`config.mk`:
```
export PLATFORM = sky130hd
export DESIGN_NAME = mips_mc_control
export DESIGN_NICKNAME = d
export VERILOG_FILES = /design/src/rtl/mips_mc_control.sv
export SDC_FILE = /design/constraint.sdc
export NUM_CORES = 1
export LEC_CHECK = 0
export ABC_AREA = 1
export ABC_CLOCK_PERIOD_IN_PS = 1000
export BUFFER_PORTS_ARGS = -buffer_cell sky130_fd_sc_hd__buf_2
export CAP_MARGIN = 20
export CELL_PAD_IN_SITES_DETAIL_PLACEMENT = 0
export CELL_PAD_IN_SITES_GLOBAL_PLACEMENT = 2
export CORE_ASPECT_RATIO = 0.75
export CORE_UTILIZATION = 15
export DETAILED_ROUTE_END_ITERATION = 6
export PLACE_DENSITY_LB_ADDON = 0.1
export SETUP_SLACK_MARGIN = 0.3
export SYNTH_ARGS = -nofsm -noshare
export SYNTH_HDL_FRONTEND = slang
export SYNTH_SLANG_ARGS = --single-unit
```
`constraint.sdc`:
```
create_clock -name clk -period 1 [get_ports clk]
set_clock_uncertainty 0.1 [all_clocks]
set_input_delay 0.05 -clock clk [delete_from_list [all_inputs] [get_ports clk]]
set_output_delay 0.05 -clock clk [all_outputs]
set_load 0.005 [all_outputs]
```
`src/rtl/mips_mc_control.sv`:
```
// Multicycle MIPS control unit: sequences FETCH/DECODE/EXEC/WB(/ST_DUMMY)
// and drives every datapath enable and mux select from the current state.
// Optional build macro: MIPS_CTRL_JUMP_EN adds the j (opcode 0x02) instruction;
// without it, opcode 0x02 is decoded as illegal.
module mips_mc_control #(
    parameter int STATE_WIDTH = 4,
    parameter int ALUOP_WIDTH = 4
) (
    input  logic                   clk,
    input  logic                   reset,
    input  logic [5:0]             opcode,
    input  logic [5:0]             funct,
    input  logic                   zero,
    output logic                   pc_write,
    output logic                   iord,
    output logic                   mem_write,
    output logic                   ir_write,
    output logic                   reg_dst,
    output logic                   mem_to_reg,
    output logic                   reg_write,
    output logic [1:0]             alu_src_a,
    output logic [2:0]             alu_src_b,
    output logic [ALUOP_WIDTH-1:0] alu_op,
    output logic                   alu_out_we,
    output logic [1:0]             pc_src,
    output logic                   illegal_op,
    output logic [STATE_WIDTH-1:0] count_state
);

    typedef enum logic [STATE_WIDTH-1:0] {
        IDLE     = STATE_WIDTH'(0),
        FETCH    = STATE_WIDTH'(1),
        DECODE   = STATE_WIDTH'(2),
        EXEC     = STATE_WIDTH'(3),
        WB       = STATE_WIDTH'(4),
        ST_DUMMY = STATE_WIDTH'(5)
    } state_t;

    localparam logic [ALUOP_WIDTH-1:0] OP_ADD = ALUOP_WIDTH'(0);
    localparam logic [ALUOP_WIDTH-1:0] OP_SUB = ALUOP_WIDTH'(1);
    localparam logic [ALUOP_WIDTH-1:0] OP_AND = ALUOP_WIDTH'(2);
    localparam logic [ALUOP_WIDTH-1:0] OP_OR  = ALUOP_WIDTH'(3);
    localparam logic [ALUOP_WIDTH-1:0] OP_SLT = ALUOP_WIDTH'(4);
    localparam logic [ALUOP_WIDTH-1:0] OP_SLL = ALUOP_WIDTH'(5);
    localparam logic [ALUOP_WIDTH-1:0] OP_SRL = ALUOP_WIDTH'(6);
    localparam logic [ALUOP_WIDTH-1:0] OP_LUI = ALUOP_WIDTH'(7);

    state_t state;

    logic                   is_r, r_ok, r_shift;
    logic [ALUOP_WIDTH-1:0] r_aop;
    logic                   is_addi, is_andi, is_ori, is_lui, is_lw, is_sw;
    logic                   is_beq, is_bne, is_j, i_alu, supported;

    // Instruction class decode straight from the IR fields
    always_comb begin
        r_ok    = 1'b1;
        r_shift = 1'b0;
        r_aop   = OP_ADD;
        case (funct)
            6'h20:   r_aop = OP_ADD;
            6'h22:   r_aop = OP_SUB;
            6'h24:   r_aop = OP_AND;
            6'h25:   r_aop = OP_OR;
            6'h2A:   r_aop = OP_SLT;
            6'h00:   begin r_aop = OP_SLL; r_shift = 1'b1; end
            6'h02:   begin r_aop = OP_SRL; r_shift = 1'b1; end
            default: r_ok = 1'b0;
        endcase
        is_r    = (opcode == 6'h00);
        is_addi = (opcode == 6'h08);
        is_andi = (opcode == 6'h0C);
        is_ori  = (opcode == 6'h0D);
        is_lui  = (opcode == 6'h0F);
        is_lw   = (opcode == 6'h23);
        is_sw   = (opcode == 6'h2B);
        is_beq  = (opcode == 6'h04);
        is_bne  = (opcode == 6'h05);
`ifdef MIPS_CTRL_JUMP_EN
        is_j    = (opcode == 6'h02);
`else
        is_j    = 1'b0;
`endif
        i_alu     = is_addi | is_andi | is_ori | is_lui;
        supported = (is_r & r_ok) | i_alu | is_lw | is_sw | is_beq | is_bne | is_j;
    end

    // State sequencing; reset abandons any instruction in flight
    always_ff @(posedge clk or negedge reset) begin
        if (!reset) begin
            state <= IDLE;
        end else begin
            case (state)
                IDLE:     state <= FETCH;
                FETCH:    state <= DECODE;
                DECODE:   state <= supported ? EXEC : FETCH;
                EXEC:     state <= is_j ? FETCH : WB;
                WB:       state <= is_sw ? ST_DUMMY : FETCH;
                ST_DUMMY: state <= FETCH;
                default:  state <= IDLE;
            endcase
        end
    end

    // Outputs decoded from state alone (plus the IR fields it holds). They are
    // not flopped: the branch PC write must follow the same-cycle zero flag and
    // illegal_op depends on the IR loaded on the edge entering DECODE.
    // Because IDLE decodes to all-zero, async reset clears every strobe at once.
    always_comb begin
        pc_write   = 1'b0;
        iord       = 1'b0;
        mem_write  = 1'b0;
        ir_write   = 1'b0;
        reg_dst    = 1'b0;
        mem_to_reg = 1'b0;
        reg_write  = 1'b0;
        alu_src_a  = 2'd0;
        alu_src_b  = 3'd0;
        alu_op     = OP_ADD;
        alu_out_we = 1'b0;
        pc_src     = 2'd0;
        illegal_op = 1'b0;
        case (state)
            FETCH: begin
                ir_write  = 1'b1;
                pc_write  = 1'b1;
                alu_src_b = 3'd1;
            end
            DECODE: begin
                alu_src_b  = 3'd4;
                alu_out_we = 1'b1;
                illegal_op = ~supported;
            end
            EXEC: begin
                if (is_r) begin
                    alu_src_a  = r_shift ? 2'd2 : 2'd1;
                    alu_op     = r_aop;
                    alu_out_we = 1'b1;
                end else if (is_beq | is_bne) begin
                    alu_src_a = 2'd1;
                    alu_op    = OP_SUB;
                    pc_src    = 2'd1;
                    pc_write  = is_beq ? zero : ~zero;
                end else if (is_j) begin
                    pc_write = 1'b1;
                    pc_src   = 2'd2;
                end else begin
                    alu_src_a  = 2'd1;
                    alu_out_we = 1'b1;
                    alu_src_b  = (is_andi | is_ori | is_lui) ? 3'd3 : 3'd2;
                    if (is_andi)     alu_op = OP_AND;
                    else if (is_ori) alu_op = OP_OR;
                    else if (is_lui) alu_op = OP_LUI;
                end
            end
            WB: begin
                if (is_r) begin
                    reg_write = 1'b1;
                    reg_dst   = 1'b1;
                end else if (i_alu) begin
                    reg_write = 1'b1;
                end else if (is_lw) begin
                    iord       = 1'b1;
                    mem_to_reg = 1'b1;
                    reg_write  = 1'b1;
                end else if (is_sw) begin
                    iord      = 1'b1;
                    mem_write = 1'b1;
                end
            end
            ST_DUMMY: iord = 1'b1;
            default: ;
        endcase
    end

    assign count_state = state;

endmodule

```
==> run_results.csv, run 1 <==
group,metric,value,unit
floorplanning,die_h,54.1,µm
timing,fmax,0.690,GHz
detailed_routing,drc,0,
detailed_routing,drt-total-wl,2.16,mm
global_route,antenna_found_initial,0,
cells_and_area,finish.instance_area,0.00118,mm²
floorplanning,rows,18,
timing,timing.final.ws_setup,-0.448,ns
timing,setup_tns,-7.57,ns
placement,io_buffer_count,35,
power_and_ir_drop,p_sw_frac,0.396,
critical_path,crit_path_end_kind,"output port",
clocking,clk_latency,0.22,ns
timing,timing_hold_violations_final,0,
cells_and_area,area_growth,118,%
yosys,ys_seq_elements,3,
critical_path,crit_required,0.85,ns
power_and_ir_drop,p_int,1350,µW
detailed_routing,vias,845,
cells_and_area,drive_gt1_frac,0.607,
detailed_routing,wl_met2,847,µm
cells_and_area,layout.cells.non_filler,213,
cells_and_area,final_core_util,0.350,
cells_and_area,seq_area,75.1,µm²
cells_and_area,largest_reg_flops,3,
global_route,grt_pass1_vias,771,
yosys,synthCells,102,
cells_and_area,final_common_cell,"buf_2",
clocking,cts_tree,"built",
yosys,synth_top_area_frac,0.145,
yosys,synth_top_area_cell,"nand2_1",
timing,whs,0.0641,ns
detailed_routing,wl_per_cell,10.2,µm
timing,finalCriticalPeriod,1.45,ns
global_route,track_usage,0.119,
detailed_routing,dr_wl_met3,147,µm
floorplanning,pin_count,39,
floorplanning,die_w,71.5,µm
cells_and_area,mostFrequentLayoutCells,"32 x buf_2, 27 x buf_4, 19 x nand2_1, 15 x nor2_1",
power_and_ir_drop,p_clk_frac,0.157,
detailed_routing,dr.first_iter.drc_count,28,
placement,gp_congestion,0.802,
global_route,grt_pass1_wl,3.49,mm
clocking,h-tree-depth,1,
critical_path,reg2reg_depth,6,
detailed_routing,routed_via_density,3.97,
cells_and_area,nets,189,
timing,post-route-period-util,1.45,
clocking,clk_pin_slew,0.03,ns
flow_run,drv_cap,0,
timing,drv_slew,0,
power_and_ir_drop,ir_worst_vdd,0.000808,V
detailed_routing,antenna_left,0,
global_route,overflow,0,
placement,placed_area,931,µm²
detailed_routing,wl_met1,1.17,mm
power_and_ir_drop,seq_power_share,0.098,
power_and_ir_drop,p_per_area,1890,mW/mm²
power_and_ir_drop,combPwrFrac,0.745,
clocking,cts_made_buffers,3,
power_and_ir_drop,p_leak,0.000636,µW
timing,setup_viol,24,
detailed_routing,highest_layer,"met3",
clocking,cts.sinks,3,
hold_path,hp-class,"in2async",
status,status,"finished, violations left",
yosys,syn_area,543,µm²
floorplanning,dieArea,0.00387,mm²
critical_path,worstSetupPathType,"reg2out",
cells_and_area,antenna_cells,0,
floorplanning,core_area,0.00338,mm²
cells_and_area,multi_input_area,487,µm²
detailed_routing,firstDrtPassIters,3,
yosys,ys_types,19,
placement,placed_cells,198,
yosys,ys_seq_area_frac,0.138,
critical_path,worstPathMaxFanout,2,
timing,rsz0062_at_grt,"yes",
placement,hpwl,1.78,mm
yosys,yosysWarnings,0,
power_and_ir_drop,p_sw,884,µW
global_route,grt_max_degree,9,
yosys,avgSynthCellArea,5.32,µm²
critical_path,critical_path_arrival,1.30,ns
clocking,cts_root_buf,"clkbuf_8",
yosys,yosys-top-cells-area,"nand2_1 15%, dfrtp_1 14%, nor2_1 14%",
floorplanning,start_util,0.161,
status,violations,"negative setup slack",
cells_and_area,fillers,386,
critical_path,crit_path_start_kind,"flip-flop",
clocking,clk_path_buf_depth,2,
==> worst max-delay path: stages (launching register included) <==
cell and delay [ns]:
dfrtp_1 0.37, nor2_2 0.12, inv_2 0.06, buf_4 0.14, buf_4 0.13, a31oi_4 0.13
buf_2 0.13
==> power by group through the flow <==
stage / Sequential, µW / Clock [µW] / Combinational, µW
floorplan: 243 / 0 / 409
global placement: 210 / 0 / 1010
detailed placement: 213 / 0 / 1020
CTS: 210 / 361 / 1530
global route: 225 / 382 / 1810
finish: 219 / 351 / 1660
==> metal layers <==
| metal | vias to the layer above | global-route usage |
|---|---|---|
| met4 | 0 | 0.0229 |
| li1 | 460 | - |
| met5 | - | 0 |
| met2 | 30 | 0.181 |
| met3 | 0 | 0.0375 |
| met1 | 355 | 0.166 |
==> synthesized netlist by cell type <==
library cell / n
inv_2: 5
a21oi_1: 5
o31ai_1: 1
nand2_1: 21
nand3_2: 1
inv_1: 11
nor2_2: 6
nor2_1: 20
nand3_1: 10
conb_1: 1
nor3_1: 2
dfrtp_1: 3
o21ai_0: 5
buf_4: 3
nand4_1: 1
nor2_4: 2
xnor2_1: 1
nand2_2: 2
a31oi_1: 2
==> logic make-up after synthesis <==
| logic type | after synthesis | synth area share |
|---|---|---|
| buffers and inverters | 19 | 0.152 |
| AO/OA/AOI/OAI | 13 | 0.129 |
| XOR/XNOR | 1 | 0.0161 |
| AND/OR/NAND/NOR | 65 | 0.558 |
| flip-flops | 3 | 0.138 |
| other | 1 | 0.00691 |
==> worst paths after layout <==
path | startpoint | end | slack, ns
max in group asynchronous | reset | count_state[2]$_DFF_PN0_ | 0.62
min in group clk | opcode[3] | count_state[2]$_DFF_PN0_ | 0.11
min | reset | count_state[1]$_DFF_PN0_ | 0.06
min reg2reg | count_state[0]$_DFF_PN0_ | count_state[0]$_DFF_PN0_ | 0.57
max | count_state[2]$_DFF_PN0_ | alu_src_b[0] | -0.45
max reg2reg | count_state[2]$_DFF_PN0_ | count_state[1]$_DFF_PN0_ | -0.22
==> final cells by class <==
type                    count  share of cell area
inverters                  16              0.0529
repair buffers             68               0.392
clock buffers               4              0.0381
flip-flops and latches      3              0.0635
multi-input cells          82               0.412
well taps                  40              0.0423
==> metrics by stage <==
step	power, µW	setup slack, ns
finish	2230	-0.448
global placement	1220	-0.220
floorplan	651	-0.117
global route	2420	-0.520
detailed placement	1230	-0.267
CTS	2100	-0.477
==> timing repair <==
action	CTS	global route
hold buffers	1	0
pin swaps	5	4
gates resized for setup	16	15
buffers inserted	10	0
setup endpoints to repair	24	24
hold endpoints to repair	3	0
No activity file was read; power rests on OpenSTA's default activity.
==> run 2: changes to the inputs <==
--- a/config.mk
+++ b/config.mk
@@ -12,7 +12,8 @@
 export CELL_PAD_IN_SITES_DETAIL_PLACEMENT = 0
 export CELL_PAD_IN_SITES_GLOBAL_PLACEMENT = 2
 export CORE_ASPECT_RATIO = 0.75
-export CORE_UTILIZATION = 15
+export CORE_UTILIZATION = 16
+export CTS_BUF_LIST = sky130_fd_sc_hd__clkbuf_2
 export DETAILED_ROUTE_END_ITERATION = 6
 export PLACE_DENSITY_LB_ADDON = 0.1
 export SETUP_SLACK_MARGIN = 0.3
==> run_results.csv, run 2 (synthesis gave the netlist of run 1 again) <==
group,metric,value,unit
status,status,"finished, violations left",
status,violations,"negative setup slack",
clocking,cts.sinks,3,
critical_path,worstPathMaxFanout,8,
power_and_ir_drop,p_leak,0.000604,µW
cells_and_area,largest_reg_flops,3,
global_route,grt_pass1_wl,3.80,mm
detailed_routing,firstDrtPassIters,4,
detailed_routing,wl_per_cell,10.5,µm
floorplanning,dieArea,0.00363,mm²
global_route,overflow,0,
clocking,clk_pin_slew,0.05,ns
clocking,cts_tree,"built",
floorplanning,core_area,0.00308,mm²
cells_and_area,area_growth,104,%
critical_path,worst-path-buf-inv,3,
timing,rsz0062_at_grt,"yes",
cells_and_area,antenna_cells,0,
detailed_routing,drt-total-wl,2.17,mm
flow_run,drv_cap,0,
timing,timing_hold_violations_final,0,
floorplanning,start_util,0.176,
timing,setup_viol,24,
clocking,cts_root_buf,"clkbuf_2",
floorplanning,die_w,69.3,µm
critical_path,crit_path_end_kind,"output port",
timing,fmax,0.705,GHz
floorplanning,rows,17,
timing,finalCriticalPeriod,1.42,ns
detailed_routing,drc,0,
critical_path,path_delay_family,"flip-flops",
global_route,grt_max_degree,9,
placement,pre_cts_ws,-0.262,ns
placement,gp_congestion,0.760,
detailed_routing,routed_via_density,4.23,
global_route,grt_pass1_vias,830,
critical_path,worstSetupPathType,"reg2out",
critical_path,crit_chain,"nor2_2 > inv_2 > nor2_4 > inv_4 > o31ai_4 > buf_2",
critical_path,crit_slowest_cell,"dfrtp_1",
clocking,clk_path_buf_depth,2,
critical_path,crit_path_start_kind,"flip-flop",
critical_path,critPathMaxStageDelay,0.38,ns
cells_and_area,final_core_util,0.359,
detailed_routing,dr.first_iter.drc_count,29,
detailed_routing,antenna_left,0,
detailed_routing,vias,871,
global_route,track_usage,0.132,
timing,drv_slew,0,
timing,post-route-period-util,1.42,
placement,hpwl,1.76,mm
global_route,antenna_found_initial,0,
placement,io_buffer_count,35,
cells_and_area,mostFrequentLayoutCells,"33 x buf_2, 21 x buf_4, 20 x nand2_1, 15 x nor2_1",
floorplanning,die_h,52.5,µm
cells_and_area,nets,184,
clocking,clk_latency,0.21,ns
power_and_ir_drop,p_per_area,1810,mW/mm²
hold_path,hp-class,"in2async",
clocking,cts_made_buffers,3,
cells_and_area,final_common_cell,"buf_2",
critical_path,critical_path_arrival,1.27,ns
power_and_ir_drop,ir_worst_vdd,0.000763,V
clocking,h-tree-depth,1,
power_and_ir_drop,power.total,2000,µW
cells_and_area,drive_gt1_frac,0.589,
critical_path,crit_required,0.85,ns
timing,timing.final.ws_setup,-0.418,ns
floorplanning,pin_count,39,
-- run 2: worst reg2reg max path: stages (launching register included) --
cell	delay, ns
dfrtp_1	0.39
buf_4	0.14
buf_4	0.14
nor3_4	0.12
buf_4	0.14
buf_6	0.08
nand2_1	0.04
nand2_1	0.06
-- run 2: layout make-up --
type / count / area, µm²
clock buffer: 4 / 20.0
fill: 348 / 1980
inverter: 16 / 62.6
multi-input combinational: 82 / 479
sequential: 3 / 75.1
tap: 38 / 47.5
timing repair buffer: 63 / 423
-- run 2: worst paths after layout --
kind,start,end,slack (ns),cells past startpoint
min in group clk,opcode[3],count_state[2]$_DFF_PN0_,0.16,3
max reg2reg,count_state[0]$_DFF_PN0_,count_state[1]$_DFF_PN0_,-0.25,7
max in group asynchronous,reset,count_state[0]$_DFF_PN0_,0.61,2
max,count_state[2]$_DFF_PN0_,pc_write,-0.42,6
min,reset,count_state[1]$_DFF_PN0_,0.06,2
min reg2reg,count_state[2]$_DFF_PN0_,count_state[0]$_DFF_PN0_,0.61,3
-- run 2: repair_timing --
item                       CTS  global route
gates cloned                 0             0
buffers inserted             7             1
hold buffers                 1             0
resized for setup           15            14
hold endpoints to repair     3             0
pin swaps                    7             4
setup endpoints to repair   24            24
-- run 2: through the flow --
stage / instances / cell area [µm²] / hold slack, ns / TNS (ns)
2_1_floorplan: 104 / 563 / -0.346 / -0.781
3_3_place_gp: 193 / 906 / -0.251 / -2.78
3_5_place_dp: 193 / 906 / -0.252 / -3.08
4_1_cts: 205 / 1060 / 0.0460 / -7.14
5_1_grt: 206 / 1110 / 0.0520 / -9.19
6_report: 206 / 1110 / 0.0600 / -6.96
-- run 2: layer usage --
layer | vias up | routed length (µm) | GRT usage
li1 | 448 | - | -
met1 | 386 | 1140 | 0.189
met2 | 37 | 889 | 0.197
met3 | 0 | 140 | 0.0423
met4 | 0 | 0 | 0.0102
met5 | - | 0 | 0
-- run 2: power by group --
| part | switching, µW | internal (µW) |
|---|---|---|
| clock network | 67.5 | 105 |
| logic | 749 | 855 |
| registers | 47.2 | 178 |
| total | 864 | 1140 |
